`config.mk`:
```
export PLATFORM = sky130hd
export DESIGN_NAME = cic_comb_sequencer
export DESIGN_NICKNAME = d
export VERILOG_FILES = /design/src/rtl/cic_pkg.sv /design/src/rtl/cic_rr_arbiter.sv /design/src/rtl/cic_comb_sequencer.sv
export SDC_FILE = /design/constraint.sdc
export NUM_CORES = 1
export LEC_CHECK = 0
export ABC_AREA = 1
export CAP_MARGIN = 20
export CORE_MARGIN = 2
export CORE_UTILIZATION = 35
export DETAILED_ROUTE_END_ITERATION = 16
export GPL_TIMING_DRIVEN = 0
export MAX_ROUTING_LAYER = met4
export SLEW_MARGIN = 5
export SYNTH_ARGS = -nofsm -noshare
export SYNTH_HDL_FRONTEND = slang
export SYNTH_SLANG_ARGS = --single-unit
```
`constraint.sdc`:
```
create_clock -name CLK -period 7.6 [get_ports CLK]
set_clock_uncertainty 0.1 [all_clocks]
set_input_delay 1.14 -clock CLK [delete_from_list [all_inputs] [get_ports CLK]]
set_output_delay 1.14 -clock CLK [all_outputs]
set_load 0.02 [all_outputs]
```
`src/rtl/cic_pkg.sv`:
```
// Shared types and helpers for the CIC comb sequencer: FSM state encoding,
// a clog2 helper for index widths, and default channel geometry.
package cic_pkg;

    typedef enum logic [1:0] {
        IDLE = 2'd0,
        COMB = 2'd1,
        OUT  = 2'd2
    } cic_state_e;

    localparam int CIC_DEF_NCH    = 2;
    localparam int CIC_DEF_STAGES = 3;
    localparam int CIC_DEF_WIDTH  = 27;

    // Minimum width is 1 so single-entry indices still have a real bit.
    function automatic int clog2(input int n);
        int r;
        r = 0;
        while ((1 << r) < n) r++;
        return (r < 1) ? 1 : r;
    endfunction

endpackage

```
`src/rtl/cic_rr_arbiter.sv`:
```
// Combinational round-robin pick: first pending channel at or after rr_ptr,
// wrapping, reported both one-hot and as an index.
module cic_rr_arbiter
    import cic_pkg::*;
#(
    parameter  int NCH = CIC_DEF_NCH,
    localparam int CW  = clog2(NCH)
) (
    input  logic [NCH-1:0] pending,
    input  logic [CW-1:0]  rr_ptr,
    output logic [NCH-1:0] grant_onehot,
    output logic [CW-1:0]  grant_idx,
    output logic           grant_valid
);

    logic [CW:0]   sum;
    logic [CW-1:0] idx;

    always_comb begin
        grant_onehot = '0;
        grant_idx    = '0;
        grant_valid  = 1'b0;
        sum          = '0;
        idx          = '0;
        for (int i = 0; i < NCH; i++) begin
            sum = {1'b0, rr_ptr} + (CW+1)'(i);
            if (sum >= (CW+1)'(NCH)) sum = sum - (CW+1)'(NCH);
            idx = sum[CW-1:0];
            if (!grant_valid && pending[idx]) begin
                grant_valid       = 1'b1;
                grant_idx         = idx;
                grant_onehot[idx] = 1'b1;
            end
        end
    end

endmodule

```
`src/rtl/cic_comb_sequencer.sv`:
```
// One comb subtractor time-shared across NCH CIC channels, round-robin.
// Define CIC_SEQ_SAT_EN to saturate the 16-bit output instead of wrapping.
module cic_comb_sequencer
    import cic_pkg::*;
#(
    parameter  int NCH       = CIC_DEF_NCH,
    parameter  int STAGES    = CIC_DEF_STAGES,
    parameter  int WIDTH     = CIC_DEF_WIDTH,
    parameter  int OUT_SHIFT = WIDTH - 17,
    localparam int CW        = clog2(NCH)
) (
    input  logic                    CLK,
    input  logic                    RSTb,
    input  logic [NCH-1:0]          req,
    input  logic [NCH*WIDTH-1:0]    integ_in,
    output logic signed [15:0]      x_out,
    output logic [CW-1:0]           out_chan,
    output logic                    out_tick,
    output logic [NCH-1:0]          overrun,
    output logic                    busy,
    output cic_state_e              dbg_state
);

    localparam int KW = clog2(STAGES);

    cic_state_e              state_q, state_d;
    logic [NCH-1:0]          pending_q, pending_d, overrun_set;
    logic [CW-1:0]           rr_q, chan_q;
    logic [KW-1:0]           k_q;
    logic signed [WIDTH-1:0] work_q;
    logic signed [WIDTH-1:0] hold_q [NCH];
    logic signed [WIDTH-1:0] del_q  [NCH][STAGES];

    logic [NCH-1:0]          grant_onehot;
    logic [CW-1:0]           grant_idx;
    logic                    grant_valid, grant_take;
    logic signed [WIDTH-1:0] shifted;
    logic signed [15:0]      out_val;

    cic_rr_arbiter #(.NCH(NCH)) u_arb (
        .pending      (pending_q),
        .rr_ptr       (rr_q),
        .grant_onehot (grant_onehot),
        .grant_idx    (grant_idx),
        .grant_valid  (grant_valid)
    );

    assign grant_take = (state_q == IDLE) && grant_valid;
    assign busy       = (state_q != IDLE);
    assign dbg_state  = state_q;

    // A request landing on the channel being granted re-arms it: set beats clear.
    always_comb begin
        pending_d   = pending_q;
        overrun_set = '0;
        if (grant_take) pending_d = pending_d & ~grant_onehot;
        overrun_set = req & pending_d;
        pending_d   = pending_d | req;
    end

    always_comb begin
        shifted = work_q >>> OUT_SHIFT;
`ifdef CIC_SEQ_SAT_EN
        if (shifted > WIDTH'(32767))       out_val = 16'sh7fff;
        else if (shifted < WIDTH'(-32768)) out_val = -16'sh8000;
        else                               out_val = shifted[15:0];
`else
        out_val = shifted[15:0];
`endif
    end

    always_comb begin
        state_d = state_q;
        case (state_q)
            IDLE:    if (grant_valid) state_d = COMB;
            COMB:    if (k_q == KW'(STAGES-1)) state_d = OUT;
            OUT:     state_d = IDLE;
            default: state_d = IDLE;
        endcase
    end

    always_ff @(posedge CLK) begin
        if (!RSTb) state_q <= IDLE;
        else       state_q <= state_d;
    end

    always_ff @(posedge CLK) begin
        if (!RSTb) begin
            pending_q <= '0;
            overrun   <= '0;
            rr_q      <= '0;
            chan_q    <= '0;
            k_q       <= '0;
            work_q    <= '0;
            x_out     <= '0;
            out_chan  <= '0;
            out_tick  <= 1'b0;
            for (int c = 0; c < NCH; c++) begin
                hold_q[c] <= '0;
                for (int s = 0; s < STAGES; s++) del_q[c][s] <= '0;
            end
        end else begin
            pending_q <= pending_d;
            overrun   <= overrun | overrun_set;
            out_tick  <= 1'b0;
            for (int c = 0; c < NCH; c++)
                if (req[c]) hold_q[c] <= integ_in[c*WIDTH +: WIDTH];

            case (state_q)
                IDLE: if (grant_valid) begin
                    work_q <= hold_q[grant_idx];
                    chan_q <= grant_idx;
                    k_q    <= '0;
                    rr_q   <= (grant_idx == CW'(NCH-1)) ? '0 : grant_idx + CW'(1);
                end
                // Non-pipelined cascade: each stage consumes the previous stage's fresh result.
                COMB: begin
                    work_q             <= work_q - del_q[chan_q][k_q];
                    del_q[chan_q][k_q] <= work_q;
                    k_q                <= k_q + KW'(1);
                end
                OUT: begin
                    x_out    <= out_val;
                    out_chan <= chan_q;
                    out_tick <= 1'b1;
                end
                default: ;
            endcase
        end
    end

endmodule

```
# Word-level counts from Yosys, hierarchy flattened
# Memories as Yosys holds them, arrays and structs flattened. A register that Yosys moved wholly into a read port is not among the register bits.
# Cells that the tools add are included.
# totals
ff_bits	55
latch_bits	0
ram_bits	216
rom_bits	0
inputBits	58
output_inout_bits	23
word_cells	101
memories	2
# mem_list
name	words	width	read_ports	rd_clocked_by_memory_dff	wr	line_no	rtl
del_q	2	81	1	1	2	cic_comb_sequencer.sv:32	logic signed [WIDTH-1:0] del_q [NCH][STAGES];
hold_q	2	27	1	0	2	cic_comb_sequencer.sv:31	logic signed [WIDTH-1:0] hold_q [NCH];
# classes
n_addsub	6
mul	0
n_div	0
order_cmp	8
eq_ne	5
shift	0
n_mux	48
bitwise_logic	9
n_reduce_logical	13
# op_table
operator	count
$mux 81	3
$mux 27	6
$reduce_or 81->1	1
$bmux 27 s2	1
$demux 27 s2	1
$pmux 27 s2	1
$sub 27x27->27	1
$mux 1	26
$mux 2	6
$pmux 2 s2	2
$or 2x2->2	3
$reduce_and 2->1	3
$logic_and 1x1->1	5
$and 2x2->2	2
$eq 2x2->1 const B	2
$lt 1x2->1 const B	2
$ne 2x2->1 const B	2
$reduce_bool 2->1	2
$ge 3x3->1 const B	1
$lt 3x1->1 const B	1
$not 2->3	1
$add 1x1->2 const B	1
$add 2x1->2 const B	1
$demux 1 s1	2
other kinds (10)	13

# Logic depth before layout (Yosys ltp)
# Gate-level depths: netlist of run 1.
# depth
word_depth	14
depth_mapped	21

# By module
# Synthesis of run 1 repeated with hierarchy kept, for this count alone.
# hier_totals
cells_unflattened	1427
area_unflattened_um2	12742.2
# by_module_without_submodules
mod	n_inst	cells_per_inst	area_each_um2
cic_comb_sequencer	1	1413	12687.2
cic_rr_arbiter	1	14	55.1

# Worst setup path after synthesis of run 1
# Ideal clock, no wire load.
# synth_timing
kind	input port to flip-flop
from	input RSTb
to	memory del_q[1][54] (netlist bit), enable pin
arrival_time_ns	3.362
path_slack_ns	3.693
cell_stages	5
n_path_buf	1
cell_sequence	nand2_1 -> inv_2 -> nand2_1 -> buf_2 -> o21ai_0
# synth_rtl
item	line_no	rtl
start, declared	cic_comb_sequencer.sv:13	input logic RSTb,
end, declared	cic_comb_sequencer.sv:32	

==> impl_metrics.env, run 1 <==
export IMPL_synth_seq_area_share_pct=57.52
export IMPL_maximum_single_stage_delay_on_the_critical_path_ns=0.72
export IMPL_multi_input_area_mm2=0.004579
export IMPL_grt_first_pass_wirelength_mm=59.77
export IMPL_max_cap_violations=0
export IMPL_globalRoute_totalOverflow=0
export IMPL_detailroute_via_count=10390
export IMPL_ir_drop_uv=185.2
export IMPL_post_synth_top_count_cell="sky130_fd_sc_hd__nor2_1"
export IMPL_grt_start_max_net_pins=27
export IMPL_m1WireLength_mm=17.43
export IMPL_netlist_cell_type_count=40
export IMPL_total_of_fill_cells_in_the_finished_design=3554
export IMPL_cp_cell_sequence="buf_2, inv_1, clkbuf_1, clkbuf_1, ha_1, nand2_1, inv_2, nand2_1, clkbuf_1, nand2_2"
export IMPL_drtAntennaViolNets=0
export IMPL_path_class="flop to flop"
export IMPL_slew_viol_final=0
export IMPL_syn_cell_area_mm2=0.01277
export IMPL_synthXorXnorAreaFrac_pct=0.4800
export IMPL_clock_tree_from_tritoncts="built"
export IMPL_grt_util_all_layers_pct=21.30
export IMPL_final_cell_area_mm2=0.01522
export IMPL_register_bit_count_reported_by_yosys=263
export IMPL_worst_endpoint_required_ns=7.59
export IMPL_detailedPlacementHpwl_mm=28.54
export IMPL_setup_repair_after_global_routing_missed_its_margin="no"
export IMPL_synthesized_area_fraction_occupied_by_ao_oa_aoi_and_oai_cells_pct=13.42
export IMPL_wire_length_on_met3_mm=2.298
export IMPL_status="complete, no violations"
export IMPL_initial_antenna_violation_count=0
export IMPL_setup_tns_final_ns=0
export IMPL_ys_dominant_reg_cell="sky130_fd_sc_hd__edfxtp_1"
export IMPL_initialDrtViolationCount=986
export IMPL_drive_above_1_share_pct=6.632
export IMPL_path_common_cell="sky130_fd_sc_hd__clkbuf_1"
export IMPL_routedWlPerCell_um=19.59
export IMPL_final_worst_path_period_share_pct=55.82
export IMPL_setup_viol_count_final=0
export IMPL_postSynthNetCount=1507
export IMPL_main_combinational_cell_family_by_area_after_synthesis="simple AND/OR/NAND/NOR gates"
export IMPL_worst_path_max_fanout=26
export IMPL_synth_yosys_warnings=0
export IMPL_final_hold_viol_count=0
export IMPL_clock_tree_root_cell="sky130_fd_sc_hd__clkbuf_16"
export IMPL_cpMaxStageDelayCell="sky130_fd_sc_hd__nand2_2"
export IMPL_synth_async_sr_flop_share_pct=0
export IMPL_p_per_area_mw_per_mm2=278.7
export IMPL_initial_utilization_pct=35.73
export IMPL_place_port_buffers=78
export IMPL_crit_end_category="flop"
export IMPL_worstMarginPinSlew_ns=1.045
export IMPL_post_route_min_period_ns=4.242
export IMPL_post_synth_top_area_fraction_pct=48.90
export IMPL_routability_driven_placement_congestion_ratio=0.9201
export IMPL_final_nets=1619
export IMPL_clock_tree_buf_depth=3
export IMPL_numClockSinks=263
export IMPL_firstDrtPassIters=5
export IMPL_simple_gate_portion_of_the_synthesized_area_pct=18.63
export IMPL_cts_max_level=1
export IMPL_maxClockFrequency_mhz=235.7
export IMPL_diodes_inserted=0
export IMPL_leakagePower_nw=6.163
export IMPL_topRoutingLayerUsed="met4"
export IMPL_via_count_of_the_first_global_routing_pass=10250
export IMPL_synth_cells_most_frequent="sky130_fd_sc_hd__nor2_1, sky130_fd_sc_hd__edfxtp_1, sky130_fd_sc_hd__nand2_1, sky130_fd_sc_hd__o21ai_0, sky130_fd_sc_hd__inv_1"
export IMPL_clk_insertion_delay_late_ns=0.56
export IMPL_routed_wl_mm=39.46
export IMPL_synth_area_top_cells="sky130_fd_sc_hd__edfxtp_1, sky130_fd_sc_hd__nor2_1, sky130_fd_sc_hd__dfxtp_1"
export IMPL_post_synth_inst_count=1419
export IMPL_post_cts_resized=0
export IMPL_area_growth_syn_to_layout_pct=19.17
export IMPL_core_box_area_mm2=0.03574
export IMPL_met2WireLength_mm=18.76
export IMPL_cp_start_kind="flop"
export IMPL_route_detailed_drc=0
export IMPL_synthDominantAreaCellType="sky130_fd_sc_hd__edfxtp_1"
export IMPL_drt_vias_per_instance=5.161
export IMPL_synthAdderAreaFrac_pct=2.998
export IMPL_holdBufCountCts=0
export IMPL_dieHeight_um=195.0
export IMPL_register_area_mm2=0.007347
export IMPL_fp_dieW_um=195.0
export IMPL_worst_min_delay_path_class="flop to flop"
export IMPL_cts_made_buffers=28
export IMPL_worst_endpoint_arrival_ns=4.23
export IMPL_clkSlewWorstSetupHoldPaths_ns=0.06
export IMPL_io_pins=81
export IMPL_synth_edf_count=208
export IMPL_post_synth_cell_area_avg_um2=9.001
export IMPL_rows=69
export IMPL_synth_mux_area_share_pct=0
export IMPL_slew_limit_headroom_pct=30.14
export IMPL_total_die_area_mm2=0.03804
export IMPL_post_cts_buffers=0
export IMPL_placedInstanceArea_mm2=0.01425
[per-stage QoR]
step / hold slack [ns] / utilization, % / worst slack (ns) / total power, W / instances
after detailed placement: 0.3717 / 39.88 / 3.099 / 0.002841 / 1961
final: 0.4006 / 42.59 / 3.358 / 0.004242 / 2014
after global routing: 0.4371 / 42.59 / 3.091 / 0.004427 / 2014
after global placement: 0.3511 / 39.53 / 1.544 / 0.002825 / 1958
after floorplan: 0.3847 / - / 3.693 / 0.002455 / 1419
after CTS: 0.3902 / 42.54 / 3.386 / 0.004236 / 2013
[where the power goes]
part / leakage (nW) / total [W] / internal, W / switching [W]
Combinational: 3.09 / 0.00110 / 0.000332 / 0.000769
Sequential: 2.62 / 0.00173 / 0.00168 / 0.0000519
Clock: 0.461 / 0.00141 / 0.000830 / 0.000580
Total: 6.16 / 0.00424 / 0.00284 / 0.00140
[metal layers]
layer,track usage [%],up-vias
met1,28.01,4930
met3,2.332,67
li1,-,5001
met4,5.372,0
met2,35.32,396
met5,-,-
[kinds of logic after synthesis]
| logic type | Yosys count |
|---|---|
| AOI/OAI and AO/OA | 309 |
| xor gates and xnor gates | 7 |
| adders and majority gates | 30 |
| buffers and inverters | 228 |
| DFF | 263 |
| and+or+nand+nor | 582 |
[critical path, delay by kind of cell (launching register included)]
kind,cells,cell delay (ns)
buf+inv,6,1.73
simple gates,3,1.22
fa+ha+maj,1,0.37
flops,1,0.34
[layout make-up]
type,instances,share of cell area [%]
plain buffers,68,1.866
clock inverters,13,1.052
repair buffers,82,5.771
flip-flops and latches,263,48.27
well taps,461,3.790
inverters,160,3.962
clock buffers,39,5.203
multi-input cells,928,30.09
[final timing paths]
kind | slack [ns] | cells after the start | to | from
worst min register to register | 0.40 | 1 | overrun[1] | overrun[1]
worst max register to register | 3.36 | 10 | del_q[0][8] | k_q[0]
worst min-delay path | 0.40 | 1 | overrun[1] | overrun[1]
worst max-delay path | 3.36 | 10 | del_q[0][8] | k_q[0]
[sequential cells by signal, indices dropped and copies added (netlist names), named ones only]
register   cells
overrun        2
work_q        26
del_q        156
rr_q           1
hold_q        52
out_tick       1
k_q            2
out_chan       1
dbg_state      2
chan_q         1
pending_q      2
x_out         16
[layout by cell type, fill, tap and decap left out, types with 29 or more instances in the layout]
| cell | instances |
|---|---|
| sky130_fd_sc_hd__a21oi_1 | 75 |
| sky130_fd_sc_hd__clkbuf_1 | 61 |
| sky130_fd_sc_hd__clkdlybuf4s50_1 | 78 |
| sky130_fd_sc_hd__dfxtp_1 | 55 |
| sky130_fd_sc_hd__edfxtp_1 | 208 |
| sky130_fd_sc_hd__ha_1 | 29 |
| sky130_fd_sc_hd__inv_1 | 151 |
| sky130_fd_sc_hd__nand2_1 | 172 |
| sky130_fd_sc_hd__nand3_1 | 38 |
| sky130_fd_sc_hd__nor2_1 | 304 |
| sky130_fd_sc_hd__nor3_1 | 29 |
| sky130_fd_sc_hd__o21ai_0 | 159 |
Power figures use the tool's default switching activity.
==> run 2: changes to the inputs <==
==> constraint.sdc (replaced) <==
create_clock -name CLK -period 3.4 [get_ports CLK]
set_clock_uncertainty 0.1 [all_clocks]
set_input_delay 0.51 -clock CLK [delete_from_list [all_inputs] [get_ports CLK]]
set_output_delay 0.51 -clock CLK [all_outputs]
set_load 0.02 [all_outputs]
==> impl_metrics.env, run 2 (synthesized netlist as in run 1, its figures left out) <==
export IMPL_timing_rr_start="k_q[1]"
export IMPL_ir_drop_uv=403.3
export IMPL_slew_viol_final=0
export IMPL_slew_limit_headroom_pct=37.99
export IMPL_routed_wl_mm=38.96
export IMPL_finalNonFillerCells=2019
export IMPL_setup_viol_count_final=0
export IMPL_global_route_peak_usage_layer="met2"
export IMPL_worst_r2r_path_depth=10
export IMPL_initial_antenna_violation_count=0
export IMPL_grt_first_pass_wirelength_mm=59.37
export IMPL_largest_register="del_q"
export IMPL_final_nets=1624
export IMPL_worstMarginPinSlew_ns=0.9301
export IMPL_detailedPlacementHpwl_mm=27.99
export IMPL_dieHeight_um=195.0
export IMPL_setup_repair_after_global_routing_missed_its_margin="yes"
export IMPL_reg2reg_to="work_q[19]"
export IMPL_routedWlPerCell_um=19.30
export IMPL_drive_above_1_share_pct=9.756
export IMPL_final_hold_viol_count=0
export IMPL_maximum_single_stage_delay_on_the_critical_path_ns=0.62
export IMPL_fp_dieW_um=195.0
export IMPL_io_pins=81
export IMPL_max_cap_violations=0
export IMPL_register_area_mm2=0.007348
export IMPL_final_cell_mix="sky130_fd_sc_hd__nor2_1, sky130_fd_sc_hd__edfxtp_1, sky130_fd_sc_hd__nand2_1"
export IMPL_hold_path_depth=1
export IMPL_clk_insertion_delay_late_ns=0.57
export IMPL_min_delay_worst_endpoint="overrun[1]"
export IMPL_groute_layer_met3_usage_pct=3.178
export IMPL_timing_critical_path_buf_inv=2
export IMPL_path_common_cell="sky130_fd_sc_hd__nand3_1"
export IMPL_reg2reg_setup_slack_ns=0.06
export IMPL_total_die_area_mm2=0.03804
export IMPL_via_count_of_the_first_global_routing_pass=10250
export IMPL_cp_cell_sequence="inv_2, clkbuf_1, a2bb2oi_1, ha_1, nand2_1, nor3_1, nand3_1, nand4_1, nand3_1, a21oi_1"
export IMPL_hold_path_startpoint="overrun[1]"
export IMPL_maxClockFrequency_mhz=299.6
export IMPL_detailroute_via_count=10370
export IMPL_initialDrtViolationCount=917
export IMPL_drtAntennaViolNets=0
export IMPL_worst_endpoint_arrival_ns=3.73
export IMPL_firstDrtPassIters=6
export IMPL_grt_start_max_net_pins=27
export IMPL_final_worst_path_period_share_pct=98.18
export IMPL_timing_critical_path_max_delay_family="simple AND/OR/NAND/NOR gates"
export IMPL_cts_max_level=1
export IMPL_worst_path_max_fanout=10
export IMPL_path_class="flop to flop"
export IMPL_clock_tree_buf_depth=3
export IMPL_worst_endpoint_required_ns=3.79
export IMPL_numClockSinks=263
export IMPL_worst_min_delay_path_class="flop to flop"
export IMPL_grt_util_all_layers_pct=21.11
export IMPL_holdBufCountCts=0
export IMPL_multi_input_area_mm2=0.004678
export IMPL_area_growth_syn_to_layout_pct=20.97
export IMPL_status="complete, no violations"
export IMPL_crit_end_category="flop"
export IMPL_finalHoldWorstSlack_ns=0.3747
export IMPL_power_total_w=0.009473
export IMPL_largestRegisters="del_q x156, hold_q x52, work_q x26"
export IMPL_met2_usage_pct=34.55
export IMPL_leakagePower_nw=6.292
export IMPL_clkSlewWorstSetupHoldPaths_ns=0.06
export IMPL_place_detailed_instances=1961
export IMPL_largest_register_ff_count=156
export IMPL_total_of_fill_cells_in_the_finished_design=3561
export IMPL_p_per_area_mw_per_mm2=613.1
export IMPL_route_detailed_drc=0
export IMPL_clock_tree_from_tritoncts="built"
export IMPL_clock_tree_root_cell="sky130_fd_sc_hd__clkbuf_16"
export IMPL_core_box_area_mm2=0.03574
export IMPL_layout_cells_most_common="sky130_fd_sc_hd__nor2_1"
export IMPL_diodes_inserted=0
export IMPL_drt_vias_per_instance=5.134
export IMPL_cts_made_buffers=28
export IMPL_post_route_min_period_ns=3.338
export IMPL_cp_start_kind="flop"
export IMPL_cpMaxStageDelayCell="sky130_fd_sc_hd__clkbuf_1"
export IMPL_place_port_buffers=78
export IMPL_rows=69
export IMPL_globalRoute_totalOverflow=0
export IMPL_grt_use_met1_pct=27.20
export IMPL_routability_driven_placement_congestion_ratio=0.9706
export IMPL_initial_utilization_pct=35.73
## run 2: cell count changes in the layout (fill, tap and decap cells not counted), sizes merged
cell and change:
inv -1, bufinv -3, buf +12, clkinvlp -2, clkinv +2, clkdlybuf4s15 +1
clkbuf -4
## run 2: layout make-up
| class | instances | share of cell area (%) |
|---|---|---|
| Timing Repair Buffer | 88 | 6.057 |
| Buffer | 67 | 2.275 |
| Multi-Input combinational cell | 928 | 30.28 |
| Tap cell | 461 | 3.733 |
| Clock buffer | 43 | 5.701 |
| Clock inverter | 9 | 0.4697 |
| Inverter | 160 | 3.927 |
| Sequential cell | 263 | 47.56 |
## run 2: metal layers
layer	vias up	part of all wire (%)
met4	0	3.4
met5	-	0
met1	4825	42
met3	83	8.2
met2	443	46
li1	5015	-
## run 2: through the flow
step                cell area, um^2  setup WS (ns)  setup TNS [ns]  util, %
floorplan                     12770        0.02567               0        -
global placement              14130         -2.007         -227.85    39.53
detailed placement            14250        -0.7226          -84.26    39.86
CTS                           15320        -0.1505          -7.297    42.87
global route                  15450      -0.006890       -0.006890    43.23
finish                        15450        0.06194               0    43.23
## run 2: timing repair
item | 4_1_cts | 5_1_grt
endpoints found under the setup margin | 117 | 122
buffers inserted | 5 | 0
resized for setup | 34 | 50
pin swaps | 1 | 3
## run 2: worst max-delay path by stage
stage / start / endpoint / slack [ns] / depth (start not counted)
2_1_floorplan: k_q[0] / del_q[1][0] / 0.03 / 12
3_3_place_gp: k_q[0] / del_q[1][45] / -2.01 / 12
3_5_place_dp: k_q[0] / work_q[16] / -0.72 / 16
4_1_cts: RSTb / hold_q[1][2] / -0.15 / 4
5_1_grt: flop / work_q[21] / -0.007 / 15
6_report: k_q[1] / work_q[19] / 0.06 / 10
## run 2: where the power goes
| part | internal, W | total, W | switching (W) | leakage, nW |
|---|---|---|---|---|
| combinational | 0.000786 | 0.00251 | 0.00173 | 3.20 |
| sequential | 0.00375 | 0.00387 | 0.000120 | 2.62 |
| clock | 0.00179 | 0.00309 | 0.00130 | 0.473 |
